### src/rtl/bit_serial_operand_serializer_if.sv
// Parallel operand-pair input and serial frame output of the operand serializer.
// Handshake: a pair transfers on a rising edge where in_valid & in_ready; in_valid with its data must
// then stay stable until that edge. in_ready is registered and never depends on in_valid in the same cycle.
interface bit_serial_operand_serializer_if #(
    parameter int K = 8
);
    logic         in_valid;
    logic         in_ready;
    logic [K-1:0] in_x;
    logic [K-1:0] in_y;
    logic         x;
    logic         y;
    logic         first_bit;
    logic         last_bit;
    logic         active;

    modport master (
        output in_valid, in_x, in_y,
        input  in_ready, x, y, first_bit, last_bit, active
    );

    modport slave (
        input  in_valid, in_x, in_y,
        output in_ready, x, y, first_bit, last_bit, active
    );
endinterface

### src/rtl/bit_serial_operand_serializer.sv
// Turns parallel K-bit operand pairs into LSB-first 2K-cycle serial frames with first/last framing,
// using a one-deep holding buffer so consecutive frames run with no idle cycle between them.
module bit_serial_operand_serializer #(
    parameter int K      = 8,
    parameter int SIGNED = 0
) (
    input  logic                           clk,
    input  logic                           rst_n,
    bit_serial_operand_serializer_if.slave bus,
    output logic                           dbg_state_o,
    output logic                           dbg_h_valid_o
);
    localparam int FW = 2 * K;
    localparam int CW = (FW > 1) ? $clog2(FW) : 1;
    localparam logic [CW-1:0] LAST = CW'(FW - 1);

    typedef enum logic {
        IDLE  = 1'b0,
        SHIFT = 1'b1
    } state_e;

    state_e          state_q, state_d;
    logic [CW-1:0]   cnt_q, cnt_d;
    logic [FW-1:0]   sx_q, sx_d;
    logic [FW-1:0]   sy_q, sy_d;
    logic [K-1:0]    hx_q, hx_d;
    logic [K-1:0]    hy_q, hy_d;
    logic            h_valid_q, h_valid_d;
    logic            accept;

    // Upper half is the extension the multiplier sees in frame cycles K..2K-1.
    function automatic logic [FW-1:0] frame_word(input logic [K-1:0] v);
        logic pad_bit;
        pad_bit = (SIGNED != 0) ? v[K-1] : 1'b0;
        return {{K{pad_bit}}, v};
    endfunction

    assign accept = bus.in_valid & ~h_valid_q;

    always_ff @(posedge clk or negedge rst_n) begin
        if (!rst_n) begin
            state_q   <= IDLE;
            cnt_q     <= '0;
            sx_q      <= '0;
            sy_q      <= '0;
            hx_q      <= '0;
            hy_q      <= '0;
            h_valid_q <= 1'b0;
        end else begin
            state_q   <= state_d;
            cnt_q     <= cnt_d;
            sx_q      <= sx_d;
            sy_q      <= sy_d;
            hx_q      <= hx_d;
            hy_q      <= hy_d;
            h_valid_q <= h_valid_d;
        end
    end

    always_comb begin
        state_d   = state_q;
        cnt_d     = cnt_q;
        sx_d      = sx_q;
        sy_d      = sy_q;
        hx_d      = hx_q;
        hy_d      = hy_q;
        h_valid_d = h_valid_q;
        case (state_q)
            IDLE: begin
                if (accept) begin
                    state_d = SHIFT;
                    cnt_d   = '0;
                    sx_d    = frame_word(bus.in_x);
                    sy_d    = frame_word(bus.in_y);
                end
            end
            SHIFT: begin
                if (cnt_q != LAST) begin
                    sx_d  = sx_q >> 1;
                    sy_d  = sy_q >> 1;
                    cnt_d = cnt_q + CW'(1);
                    if (accept) begin
                        hx_d      = bus.in_x;
                        hy_d      = bus.in_y;
                        h_valid_d = 1'b1;
                    end
                end else if (h_valid_q) begin
                    sx_d      = frame_word(hx_q);
                    sy_d      = frame_word(hy_q);
                    cnt_d     = '0;
                    h_valid_d = 1'b0;
                end else if (accept) begin
                    sx_d  = frame_word(bus.in_x);
                    sy_d  = frame_word(bus.in_y);
                    cnt_d = '0;
                end else begin
                    // Clearing the shifters keeps x/y at 0 in IDLE straight from the registers.
                    state_d = IDLE;
                    cnt_d   = '0;
                    sx_d    = '0;
                    sy_d    = '0;
                end
            end
            default: begin
                state_d = IDLE;
            end
        endcase
    end

    assign bus.x         = sx_q[0];
    assign bus.y         = sy_q[0];
    assign bus.active    = (state_q == SHIFT);
    assign bus.first_bit = (state_q == SHIFT) && (cnt_q == '0);
    assign bus.last_bit  = (state_q == SHIFT) && (cnt_q == LAST);
    assign bus.in_ready  = ~h_valid_q;

    assign dbg_state_o   = state_q;
    assign dbg_h_valid_o = h_valid_q;
endmodule
### src/flat_wrapper.sv
// flat-port wrapper written by rule: the top's interface ports become plain ports
module bit_serial_operand_serializer_flat 
#(
    parameter int K      = 8,
    parameter int SIGNED = 0
)
  (clk, rst_n, dbg_state_o, dbg_h_valid_o, bus_in_valid, bus_in_x, bus_in_y, bus_in_ready, bus_x, bus_y, bus_first_bit, bus_last_bit, bus_active);
  bit_serial_operand_serializer_if #(.K(K)) bus_i ();
  input  logic clk;
  input  logic rst_n;
  output logic dbg_state_o;
  output logic dbg_h_valid_o;
  input wire logic [$bits(bus_i.in_valid)-1:0] bus_in_valid;
  input wire logic [$bits(bus_i.in_x)-1:0] bus_in_x;
  input wire logic [$bits(bus_i.in_y)-1:0] bus_in_y;
  output wire logic [$bits(bus_i.in_ready)-1:0] bus_in_ready;
  output wire logic [$bits(bus_i.x)-1:0] bus_x;
  output wire logic [$bits(bus_i.y)-1:0] bus_y;
  output wire logic [$bits(bus_i.first_bit)-1:0] bus_first_bit;
  output wire logic [$bits(bus_i.last_bit)-1:0] bus_last_bit;
  output wire logic [$bits(bus_i.active)-1:0] bus_active;
  assign bus_i.in_valid = bus_in_valid;
  assign bus_i.in_x = bus_in_x;
  assign bus_i.in_y = bus_in_y;
  assign bus_in_ready = bus_i.in_ready;
  assign bus_x = bus_i.x;
  assign bus_y = bus_i.y;
  assign bus_first_bit = bus_i.first_bit;
  assign bus_last_bit = bus_i.last_bit;
  assign bus_active = bus_i.active;
  bit_serial_operand_serializer #(.K(K), .SIGNED(SIGNED)) u_core (.clk(clk), .rst_n(rst_n), .bus(bus_i), .dbg_state_o(dbg_state_o), .dbg_h_valid_o(dbg_h_valid_o));
endmodule
### config.mk
export PLATFORM = sky130hd
export DESIGN_NAME = bit_serial_operand_serializer_flat
export DESIGN_NICKNAME = d
export VERILOG_FILES = /design/src/rtl/bit_serial_operand_serializer_if.sv /design/src/rtl/bit_serial_operand_serializer.sv /design/src/flat_wrapper.sv
export SDC_FILE = /design/constraint.sdc
export NUM_CORES = 1
export LEC_CHECK = 0
export ABC_AREA = 0
export BUFFER_PORTS_ARGS = -buffer_cell sky130_fd_sc_hd__buf_2
export CAP_MARGIN = 20
export CORE_ASPECT_RATIO = 0.75
export CORE_MARGIN = 3
export CORE_UTILIZATION = 38
export DETAILED_ROUTE_END_ITERATION = 7
export HOLD_SLACK_MARGIN = 0.05
export SYNTH_ARGS = -nofsm -noshare
export SYNTH_HDL_FRONTEND = slang
export SYNTH_SLANG_ARGS = --single-unit
### constraint.sdc
create_clock -name clk -period 1.75 [get_ports clk]
set_input_delay 0.2625 -clock clk [delete_from_list [all_inputs] [get_ports clk]]
set_output_delay 0.2625 -clock clk [all_outputs]
set_load 0.05 [all_outputs]
## After elaboration in Yosys (flattened, before gate mapping)

Index checks and enable logic that the tools add are counted.

- Bits in latches: 0
- Bits in read-only memories: 0
- Register bits after elaboration: 54
- Bits in writable memories: 0
- Memories kept: 0
- Output and inout bits: 8
- Word-level logic and storage cells: 39
- Input port bits: 19

- Div/mod/pow operators: 0
- Bitwise operators: 3
- Order comparisons: 0
- Multipliers: 0
- Reductions and logical operators: 5
- Multiplexer cells: 19
- Equal/unequal tests: 4
- $add $sub $neg: 1
- Shifts and indexed selects: 0

Operator list:

| kind | count |
|---|---|
| $mux W16 | 6 |
| $pmux W16 S2 | 2 |
| $mux W8 | 2 |
| $mux W4 | 2 |
| $pmux W4 S2 | 1 |
| $mux W1 | 5 |
| $add A4 B1 Y4 const B | 1 |
| $eq A4 B4 Y1 const B | 1 |
| $logic_not A4 Y1 | 1 |
| $ne A2 B1 Y1 const B | 2 |
| $ne A4 B4 Y1 const B | 1 |
| $reduce_and A3 Y1 | 1 |
| $logic_and A1 B1 Y1 | 2 |
| $not A1 Y1 | 2 |
| $pmux W1 S2 | 1 |
| $reduce_and A2 Y1 | 1 |
| $and A1 B1 Y1 | 1 |

## Depth between registers and ports, before layout

- Depth in word-level cells: 6
- Depth in mapped cells: 6

## Worst setup path before layout

OpenSTA, ideal clock, no wires.

- Path type: flip-flop to output port
- From: reg u_core.state_q (netlist: u_core.bus.active)
- To: out bus_first_bit
- Stages on the path, launching flop included: 4
- Slack: -1.299 ns
- Data required time: 1.487 ns
- Arrival time: 2.787 ns
- Buffers on the path: 1
- Path through: dfrtp_1 > inv_1 > clkbuf_1 > nor4b_1

- Longest elaborated chain between the ends: 1

Ends and longest elaborated chain:

| what | line | RTL |
|---|---|---|
| start: declaration | bit_serial_operand_serializer.sv:22 | `state_e state_q, state_d;` |
| start signal: assignment | bit_serial_operand_serializer.sv:50 | `state_q <= state_d;` |
| $logic_and A1 B1 Y1 | bit_serial_operand_serializer.sv:113 | `assign bus.first_bit = (state_q == SHIFT) && (cnt_q == '0);` |
| end: declaration | flat_wrapper.sv:19 | `output wire logic [$bits(bus_i.first_bit)-1:0] bus_first_bit;` |

Every way passes these cells.

## Worst setup path in the final report

- From: reg u_core.cnt_q[1]
- To: out bus_first_bit

- Longest elaborated chain between the ends: 2

Ends and longest elaborated chain:

| what | line | RTL |
|---|---|---|
| start: declaration | bit_serial_operand_serializer.sv:23 | `logic [CW-1:0] cnt_q, cnt_d;` |
| start signal: assignment | bit_serial_operand_serializer.sv:51 | `cnt_q <= cnt_d;` |
| $logic_not A4 Y1 | bit_serial_operand_serializer.sv:113 |  |
| $logic_and A1 B1 Y1 | bit_serial_operand_serializer.sv:113 |  |

Every way passes these cells.

==> qor.txt <==
Leakage power: 1.14 nW
Critical path data required time: 1.49 ns
Via/cell ratio: 5.25
Clk root buf: clkbuf_8
Fill cells: 485
Max stage delay on crit path: 0.43 ns
Type of origin of the critical path: register
# port buffers: 26
RSZ-0062 raised after global routing: yes
Post-synth EDFFs: 0
Drt pass-1 iters: 4
Status: finished, final reports clean
CTS tree: done
Largest net degree at the start of global routing: 21
Post-synthesis sequential area ratio: 0.466
Worst slew margin: 0.701
First-pass GRT wire length: 8140 um
Num rows: 22
Max VDD drop: 819 uV
WL final: 4650 um
Ys Warns: 0
Die width: 90.6 um
Vias in the first global route: 1579
Placer Congestion: 0.780
Synthesized flop and latch total: 38
Final Skew: 0.00862 ns
Post-DP HPWL: 3190 um
Core ar.: 5040 sq um
Layout area overhead: 19.0%
Syn Area/Cell: 11.0 sq um
Initial DRC count: 68
Initial antenna violation count: 0
Antenna-violating nets left: 0
Total CTS buffers: 5
CP Capture Type: primary output
Post-Syn Area: 2040 sq um
Worst Max-Slew Pin Slew: 0.448 ns
Worst path arrival time: 1.43 ns
Worst Path Max Fanout: 3
Max-slew violations: 0
Critical-path cell list: inv_1 > ha_1 > nor4b_4 > clkbuf_4
Share of post-route cells with drive strength above 1: 0.336
Clk buf depth: 2
Nets: 241
Clk slew on worst S/H paths: 0.08 ns
Cell area power density: 1510 nW/um^2
Total vias in the final route: 1532
DRC errors left: 0
# setup viols final: 0
GRT Total Usage: 0.161
Max Freq: 591 MHz
Post-synth cell types: 30
Critical path class: register to primary output
I/O pin count: 27
Max-cap violations: 0
Grt ovf: 0
Die height: 69.5 um
Min-Delay Path Class: input port to register
Net Count, Synth: 206
Final Hold Slack: 0.208 ns
Initial Util: 0.405
Clk_lat worst skew: 0.30 ns
Period utilization: 0.966
Clock tree sinks: 38
CP max stage cell: dfrtp_1
CTS H-tree depth: 2
Final hold violation count: 0
Core Util, Final: 0.482
DR WL/cell: 15.9 um
Total power: 3.67 mW
Antenna cells: 0
Min Tclk post-route: 1.69 ns
Die area: 6290 sq um
Cells after synthesis: 185
Ys async rst share: 1.00
Ys flop type: dfrtp_1
## path summary, 6_finish.rpt
check | from | cells after the start | to | slack, ns
setup / recovery | u_core.cnt_q[1]$_DFFE_PN0P_ | 4 | bus_first_bit | 0.06
hold / removal | bus_in_x[2] | 2 | u_core.hx_q[2]$_DFFE_PN0P_ | 0.21
setup reg to reg | u_core.cnt_q[0]$_DFFE_PN0P_ | 6 | u_core.sx_q[5]$_DFFE_PN0P_ | 0.18
hold reg to reg | u_core.sy_q[1]$_DFFE_PN0P_ | 1 | u_core.sy_q[1]$_DFFE_PN0P_ | 0.50
max in group asynchronous | rst_n | 3 | u_core.sx_q[5]$_DFFE_PN0P_ | 0.76
min in group asynchronous | rst_n | 2 | u_core.sx_q[2]$_DFFE_PN0P_ | 0.44
## worst max-delay path, delay by kind of cell (launching register included)
kind	cells	cell delay, ns
buffers and inverters	2	0.37
and+or+nand+nor	1	0.18
adders and majority gates	1	0.17
DFF	1	0.43
## per-layer routing
metal	global-route usage	vias to the layer above	wire length, um
met4	0.0628	0	83
li1	-	753	-
met5	0	-	0
met1	0.230	733	2470
met3	0.0390	12	184
met2	0.233	34	1910
## timing repair
action / in CTS / in global routing
pin swaps: 0 / 0
hold endpoints to repair: 15 / 0
endpoints found under the setup margin: 1 / 2
gates cloned: 0 / 0
gates resized for setup: 3 / 2
hold buffers: 1 / 0
setup buffers: 1 / 1
## Yosys cell counts, types with 3 or more instances
cell | n | area share
mux2i_1 | 3 | 0.015
nand3_1 | 13 | 0.032
clkbuf_1 | 7 | 0.013
o211ai_1 | 4 | 0.015
nand2_1 | 14 | 0.026
dfrtp_1 | 38 | 0.47
mux2_2 | 7 | 0.039
o21a_1 | 10 | 0.037
o21ai_0 | 4 | 0.0098
and3_1 | 11 | 0.034
mux2_4 | 9 | 0.066
nand4_1 | 4 | 0.012
nand3b_1 | 10 | 0.037
o32a_1 | 10 | 0.049
a21oi_1 | 10 | 0.025
a22oi_1 | 3 | 0.011
inv_1 | 5 | 0.0092
buf_6 | 5 | 0.028
## state kept, by name (all words and copies together), names as in the netlist
| signal | count |
|---|---|
| u_core.cnt_q | 4 |
| u_core.sx_q | 8 |
| u_core.hx_q | 8 |
| u_core.dbg_h_valid_o | 1 |
| u_core.hy_q | 8 |
| u_core.sy_q | 8 |
| u_core.bus.active | 1 |
## metrics by stage
step | setup TNS (ns) | std cells | cell area, sq um | setup WS (ns)
floorplan | 0 | 185 | 2060 | 0.00339
global placement | 0 | 282 | 2310 | 0.148
detailed placement | 0 | 282 | 2310 | 0.0998
CTS | 0 | 291 | 2410 | 0.0399
global route | -0.0215 | 292 | 2430 | -0.0215
finish | 0 | 292 | 2430 | 0.0587
## report_power, final
part	internal (mW)	switching, mW
Combinational	0.810	0.766
Clock	0.268	0.315
Sequential	1.23	0.279
## cell type report
cell class | count | area [sq um] | area share
Clock buffer | 5 | 68.8 | 0.0283
Clock inverter | 2 | 10.0 | 0.00412
Inverter | 5 | 18.8 | 0.00773
Timing Repair Buffer | 44 | 298 | 0.123
Multi-Input combinational cell | 126 | 991 | 0.408
Sequential cell | 38 | 952 | 0.392
Tap cell | 72 | 90.1 | 0.0371
## placed cells by master, fill, tap and decap left out, drive strengths merged, types with 10 or more instances in the layout
| cell | n |
|---|---|
| a21oi | 10 |
| and3 | 11 |
| buf | 42 |
| dfrtp | 38 |
| mux2 | 16 |
| nand2 | 15 |
| nand3 | 15 |
| nand3b | 10 |
| o21a | 10 |
| o32a | 10 |
## cell families (layout without fill, tap and decap cells)
group / after synthesis / in the layout / share of synthesized area
adder cells (fa/ha/maj): 2 / 2 / 0.0123
buffers and inverters: 21 / 56 / 0.0619
AND/OR/NAND/NOR: 58 / 58 / 0.172
XOR/XNOR: 2 / 2 / 0.00859
AO/OA/AOI/OAI: 45 / 45 / 0.160
multiplexers: 19 / 19 / 0.120
flip-flops: 38 / 38 / 0.466
Note: power is estimated with default switching activity, not from simulation.
